File: config.mk
export PLATFORM = sky130hd
export DESIGN_NAME = regfile_wb_arbiter
export DESIGN_NICKNAME = d
export VERILOG_FILES = /design/src/rtl/regfile_wb_arbiter.sv
export SDC_FILE = /design/constraint.sdc
export NUM_CORES = 1
export LEC_CHECK = 0
export ABC_AREA = 1
export ABC_CLOCK_PERIOD_IN_PS = 1300
export CAP_MARGIN = 0
export CORE_AREA = 2 2 80 82
export DETAILED_ROUTE_END_ITERATION = 8
export DIE_AREA = 0 0 82 84
export PLACE_DENSITY = 0.8
export SYNTH_ARGS = -nofsm -noshare
export SYNTH_HDL_FRONTEND = slang
export SYNTH_SLANG_ARGS = --single-unit
export TNS_END_PERCENT = 1
File: constraint.sdc
create_clock -name CLK -period 1.3 [get_ports CLK]
set_input_delay 0.26 -clock CLK [delete_from_list [all_inputs] [get_ports CLK]]
set_output_delay 0.26 -clock CLK [all_outputs]
set_load 0.02 [all_outputs]
File: src/rtl/regfile_wb_arbiter.sv
// Writeback arbiter sharing the single register-file write port between the
// ALU and load paths: MEM-first priority with a bounded streak so ALU is never starved.
module regfile_wb_arbiter #(
    parameter int DATA_W     = 32,
    parameter int ADDR_W     = 5,
    parameter int MAX_STREAK = 4
) (
    input  logic              CLK,
    input  logic              RST,
    input  logic              Hold,
    input  logic              ALU_Valid,
    output logic              ALU_Ready,
    input  logic [ADDR_W-1:0] ALU_Add,
    input  logic [DATA_W-1:0] ALU_Data,
    input  logic              MEM_Valid,
    output logic              MEM_Ready,
    input  logic [ADDR_W-1:0] MEM_Add,
    input  logic [DATA_W-1:0] MEM_Data,
    output logic [ADDR_W-1:0] Add_Dest,
    output logic [DATA_W-1:0] Write_Data,
    output logic              Write_En,
    output logic              Wb_Src
);

    typedef enum logic {PRIO_MEM, PRIO_ALU} state_t;

    localparam logic [3:0] STREAK_LAST = 4'(MAX_STREAK - 1);

    state_t            state_q, state_d;
    logic [3:0]        streak_q, streak_d;
    logic [ADDR_W-1:0] add_dest_q, add_dest_d;
    logic [DATA_W-1:0] write_data_q, write_data_d;
    logic              write_en_q, write_en_d;
    logic              wb_src_q, wb_src_d;
    logic              grant_ok, grant_mem, grant_alu;

    always_comb begin
        grant_ok  = !RST && !Hold;
        grant_mem = grant_ok && MEM_Valid && (state_q == PRIO_MEM || !ALU_Valid);
        grant_alu = grant_ok && ALU_Valid && (state_q == PRIO_ALU || !MEM_Valid);

        state_d      = state_q;
        streak_d     = streak_q;
        add_dest_d   = add_dest_q;
        write_data_d = write_data_q;
        wb_src_d     = wb_src_q;
        write_en_d   = 1'b0;

        if (grant_mem) begin
            add_dest_d   = MEM_Add;
            write_data_d = MEM_Data;
            wb_src_d     = 1'b1;
            write_en_d   = (MEM_Add != '0);
        end else if (grant_alu) begin
            add_dest_d   = ALU_Add;
            write_data_d = ALU_Data;
            wb_src_d     = 1'b0;
            write_en_d   = (ALU_Add != '0);
        end

        // Hold freezes priority state; otherwise count MEM wins over a waiting ALU.
        if (grant_ok) begin
            if (grant_mem && ALU_Valid) begin
                if (streak_q == STREAK_LAST) begin
                    state_d  = PRIO_ALU;
                    streak_d = '0;
                end else begin
                    streak_d = streak_q + 4'd1;
                end
            end else if (grant_alu || !ALU_Valid) begin
                streak_d = '0;
                state_d  = PRIO_MEM;
            end
        end
    end

    always_ff @(posedge CLK) begin
        if (RST) begin
            state_q      <= PRIO_MEM;
            streak_q     <= '0;
            add_dest_q   <= '0;
            write_data_q <= '0;
            write_en_q   <= 1'b0;
            wb_src_q     <= 1'b0;
        end else begin
            state_q      <= state_d;
            streak_q     <= streak_d;
            add_dest_q   <= add_dest_d;
            write_data_q <= write_data_d;
            write_en_q   <= write_en_d;
            wb_src_q     <= wb_src_d;
        end
    end

    assign ALU_Ready  = grant_alu;
    assign MEM_Ready  = grant_mem;
    assign Add_Dest   = add_dest_q;
    assign Write_Data = write_data_q;
    assign Write_En   = write_en_q;
    assign Wb_Src     = wb_src_q;

endmodule

== Word level (Yosys, flattened, before mapping) ==
Index checks and enable logic that the tools add are counted.
Word-level totals
  input port bits: 79
  output and inout bits: 41
  word-level logic and storage cells: 43
  bits in registers: 44
Operators by class
  reduce and logical (&&, ||, !) cells: 19
  bitwise logic cells: 1
  muxes and demuxes: 14
  equal/unequal tests: 2
  $add $sub $neg: 1
Operators by type and width (number)
  $mux W32: 2
  $mux W4: 3
  $mux W5: 2
  $reduce_bool A5 Y1: 2
  $mux W1: 7
  $logic_and A1 B1 Y1: 6
  $add A4 B1 Y4 const B: 1
  $eq A4 B2 Y1 const B: 1
  $logic_not A1 Y1: 4
  $reduce_bool A2 Y1: 2
  $logic_or A1 B1 Y1: 3
  $reduce_and A3 Y1: 1
  $ne A2 B1 Y1 const B: 1
  $reduce_and A2 Y1: 1
  $not A1 Y1: 1

== Logic depth before layout (Yosys ltp) ==
  depth after elaboration: 7
  depth in mapped cells: 8
  gate-level depth less buffers: 8

== Least setup slack after synthesis ==
No wires, ideal clock.
  path kind: input to output
  start point: in Hold
  end point: out MEM_Ready
  cell stages on the path: 4
  data required time: 1040 ps
  slack: 176 ps
  buffers on the path: 1
  arrival: 864 ps
  path through: nor2_4 nand3_2 buf_2 inv_1
Between the ends
  word-level cells in the longest chain between the ends: 4
Ends and longest elaborated chain
  from (decl): RTL line 10  | input logic Hold,
  $logic_not A1 Y1: RTL line 38  | grant_ok = !RST && !Hold;
  $logic_and A1 B1 Y1: RTL line 38
  $logic_and A1 B1 Y1 (2 in a row): RTL line 39  | grant_mem = grant_ok && MEM_Valid && (state_q == PRIO_MEM || !ALU_Valid);
  to (decl): RTL line 16  | output logic MEM_Ready,
Every way passes these cells.

== Worst setup path after layout ==
  start point: reg state_q
  end point: out ALU_Ready
Between the ends
  word-level cells in the longest chain between the ends: 2
Ends and longest elaborated chain
  from (decl): RTL line 29  | state_t state_q, state_d;
  from (signal assigned): RTL line 86  | state_q <= state_d;
  $logic_or A1 B1 Y1: RTL line 40  | grant_alu = grant_ok && ALU_Valid && (state_q == PRIO_ALU || !MEM_Valid);
  $logic_and A1 B1 Y1: RTL line 40
  to (decl): RTL line 12  | output logic ALU_Ready,
Every way passes these cells.

==> impl_metrics.env <==
export IMPL_ys_warn_count=0
export IMPL_drt_pre_antenna_iters=7
export IMPL_worst_flop_to_flop_path_startpoint="state_q$_SDFFE_PP0P_"
export IMPL_place_gp_congestion=0.758
export IMPL_num_antenna_cells=0
export IMPL_min_delay_path_depth=4
export IMPL_cts_clk_slew_worst_paths_ns=0.08
export IMPL_sequential_share_of_power=0.458
export IMPL_post_route_period_util=0.982
export IMPL_initial_core_util=0.398
export IMPL_tritoncts="yes"
export IMPL_pre_cts_worst_setup_slack_ns=-0.702
export IMPL_hold_start="Hold"
export IMPL_critical_path_top_delay_family="flip-flops"
export IMPL_portBuffers=119
export IMPL_overflow=0
export IMPL_fp_dieW_um=82
export IMPL_yosys_cell_types_count=16
export IMPL_power_switching_share=0.283
export IMPL_finalSetupViolations=0
export IMPL_worstReg2RegEnd="Write_Data[5]$_SDFFE_PP0P_"
export IMPL_htreeDepth=2
export IMPL_via_count=2803
export IMPL_synth_cells_most_frequent="95 x nand2_1, 79 x inv_1, 44 x dfxtp_1"
export IMPL_path_max_fanout=2
export IMPL_wire_per_inst_um=12.4
export IMPL_ff_to_ff_setup_slack_ns=0.09
export IMPL_post_drt_via_cell_ratio=4.87
export IMPL_hold_path_end="streak_q[0]$_SDFFE_PP0P_"
export IMPL_clkPwrFrac=0.270
export IMPL_r2r_cells=7
export IMPL_netSwitchingPower_uw=906
export IMPL_slowest_delay_ns=0.35
export IMPL_synth_edf_count=0
export IMPL_synthesis_instances=379
export IMPL_track_usage=0.201
export IMPL_powerDensity_nw_per_um2=836
export IMPL_synth_area_um2=2430
export IMPL_synthTopCellsByArea="dfxtp_1 36%, nand2_1 15%, inv_1 12%, nand4_1 9.5%, nand3_1 8.2%"
export IMPL_finClkSkew_ns=0.00285
export IMPL_cp_start_kind="flop"
export IMPL_first_global_vias=2528
export IMPL_worst_pin_slew_ns=0.348
export IMPL_remaining_drc_errors=0
export IMPL_setup_total_neg_slack_ns=0
export IMPL_path_buf_inv=3
export IMPL_design_die_area_um2=6890
export IMPL_first_pass_grt_wire_length_mm=11.1
export IMPL_ys_seq_elements=44
export IMPL_final_layout_size_suffix_gt1_frac=0.0842
export IMPL_timing_critical_path_slowest_stage_cell="dfxtp_2"
export IMPL_critPathRequiredTime_ns=1.04
export IMPL_synth_net_count=459
export IMPL_cts_made_buffers=5
export IMPL_timing_setup_critical_path_class="flop to primary output"
export IMPL_io_pins=120
export IMPL_synth_sequential_area_ratio=0.363
export IMPL_synth_largest_area_cell="dfxtp_1"
export IMPL_cts_sinks=44
export IMPL_fmaxAchievable_mhz=784
export IMPL_clock_path_buffers=2
export IMPL_final_hold_viol_count=0
export IMPL_dp_hpwl_mm=4.95
export IMPL_areaGrowthSynthToFinish_pct=57.3
export IMPL_irDropWorstVdd_uv=458
export IMPL_ys_flop_type="dfxtp_1"
export IMPL_row_count=29
export IMPL_asyncSetResetFlopFracSynth=0
export IMPL_core_um2=6100
export IMPL_ant_nets=0
export IMPL_fin_ws_ns=0.0238
export IMPL_most_repeated_cell_in_the_gate_level_netlist_after_synthesis="nand2_1"
export IMPL_pin_count_of_the_biggest_net_entering_global_routing=39
export IMPL_fin_crit_ns=1.28
export IMPL_worstHoldPathType="input pin to flop"
export IMPL_run_status="finished, final reports clean"
export IMPL_maxSlewViolCount=0
export IMPL_cell_internal_pwr_mw=2.29
export IMPL_crit_chain="inv_2 > nand2_2 > inv_2 > nor2_4 > buf_6"
export IMPL_clock_latency_on_the_worst_skew_pair_ns=0.28
export IMPL_clock_tree_root_cell="clkbuf_8"
export IMPL_drt_wl_total_mm=7.12
export IMPL_synth_top_cell_area_share=0.363
export IMPL_comb_power_share=0.271
export IMPL_cp_common_cell="inv_2"
export IMPL_layout_nets=578
export IMPL_drt_first_iter_violations=93
export IMPL_power_leakage_nw=1.94
export IMPL_die_height_um=84
export IMPL_drv_max_cap_violation_count=0
export IMPL_timing_critical_path_to_type="primary output"
export IMPL_rsz0062_at_grt="true"
export IMPL_worst_endpoint_arrival_ns=1.02
export IMPL_syn_area_per_cell_um2=6.41
export IMPL_antenna_found_initial=0
export IMPL_max_slew_margin=0.768
export IMPL_cts_hold_repair_buffers=0
[repair_timing]
item | CTS | global route
endpoints found under the setup margin | 82 | 41
setup buffers | 0 | 3
gates resized for setup | 61 | 15
cloned | 0 | 1
pin swaps | 1 | 3
[per-stage QoR]
stage               hold WS [ns]  total power [mW]  area (um2)  instances  utilization
CTS                        0.484              3.20        3750        572        0.615
global route               0.391              3.38        3820        576        0.627
floorplan                  0.396              1.91        2430        379            -
global placement           0.457              2.37        3690        564        0.606
finish                     0.381              3.20        3820        576        0.627
detailed placement         0.466              2.38        3690        564        0.606
[worst reg2reg max path: stages, from the launching register on]
cell and delay, ns:
dfxtp_2 0.35, nand2_2 0.07, nand3_2 0.10, buf_4 0.33, nand2_1 0.12, nand3_1 0.08
nand2_1 0.05, inv_1 0.05
[metal layers]
layer / part of all wire / vias up / track usage / wire length (um)
li1: - / 1437 / - / -
met1: 0.40 / 1269 / 0.223 / 2870
met2: 0.51 / 95 / 0.374 / 3660
met3: 0.079 / 2 / 0.0541 / 565
met4: 0.0031 / 0 / 0.0409 / 22
met5: 0 / - / 0 / 0
[worst max-delay path by stage]
stage	cells past startpoint	start	endpoint	slack, ns
finish	5	state_q$_SDFFE_PP0P_	ALU_Ready	0.02
global route	5	state_q$_SDFFE_PP0P_	ALU_Ready	-0.04
CTS	5	state_q$_SDFFE_PP0P_	ALU_Ready	-0.02
detailed placement	5	Hold	ALU_Ready	-0.70
global placement	5	Hold	ALU_Ready	-0.68
floorplan	4	Hold	MEM_Ready	0.18
[cells by family (layout without fill, tap and decap cells)]
kind of cell,after synthesis,count (layout),share of synthesized area
buf+inv,105,225,0.186
compound gates,44,44,0.0922
simple gates,185,185,0.353
flops,44,44,0.363
fa+ha+maj,1,1,0.00515
[power by group through the flow]
stage | clock network (mW) | logic, mW | registers, mW
after floorplan | 0 | 0.314 | 1.59
after global placement | 0 | 0.876 | 1.49
after detailed placement | 0 | 0.886 | 1.50
after CTS | 0.899 | 0.838 | 1.46
after global routing | 0.961 | 0.947 | 1.47
final | 0.864 | 0.866 | 1.46
[state kept, by name, indices dropped and copies added (netlist names)]
| register | cells |
|---|---|
| streak_q | 4 |
| Add_Dest | 5 |
| state_q | 1 |
| Write_Data | 32 |
| Write_En | 1 |
| Wb_Src | 1 |
[layout make-up]
type / instances / area [um2]
multi-input cells: 230 / 1110
repair buffers: 138 / 1340
clock inverters: 2 / 10.0
inverters: 79 / 297
well taps: 77 / 96.3
clock buffers: 6 / 82.6
fillers: 576 / 2280
flip-flops and latches: 44 / 882
[cells in the final DEF (no fill, tap or decap)]
| cell type | Yosys | layout |
|---|---|---|
| nand2_1 | 95 | 92 |
| inv_1 | 79 | 76 |
| clkdlybuf4s50_1 | 0 | 74 |
| dfxtp_1 | 44 | 43 |
| nand3_1 | 40 | 40 |
| dlygate4sd2_1 | 0 | 40 |
| nand4_1 | 37 | 37 |
| a21oi_1 | 36 | 36 |
| buf_4 | 2 | 12 |
| nor2_1 | 10 | 10 |
| o21ai_0 | 7 | 7 |
| clkbuf_8 | 0 | 6 |
| buf_6 | 4 | 5 |
| nand2_2 | 0 | 3 |
| inv_2 | 0 | 3 |
| buf_12 | 0 | 3 |
| nor2_4 | 2 | 2 |
| clkinv_2 | 0 | 2 |
| clkbuf_2 | 0 | 2 |
| nand3_2 | 1 | 1 |
| o21ai_4 | 0 | 1 |
| ha_1 | 1 | 1 |
| clkbuf_16 | 0 | 1 |
| clkdlybuf4s15_1 | 0 | 1 |
| dfxtp_2 | 0 | 1 |
No activity file was read; power rests on OpenSTA's default activity.
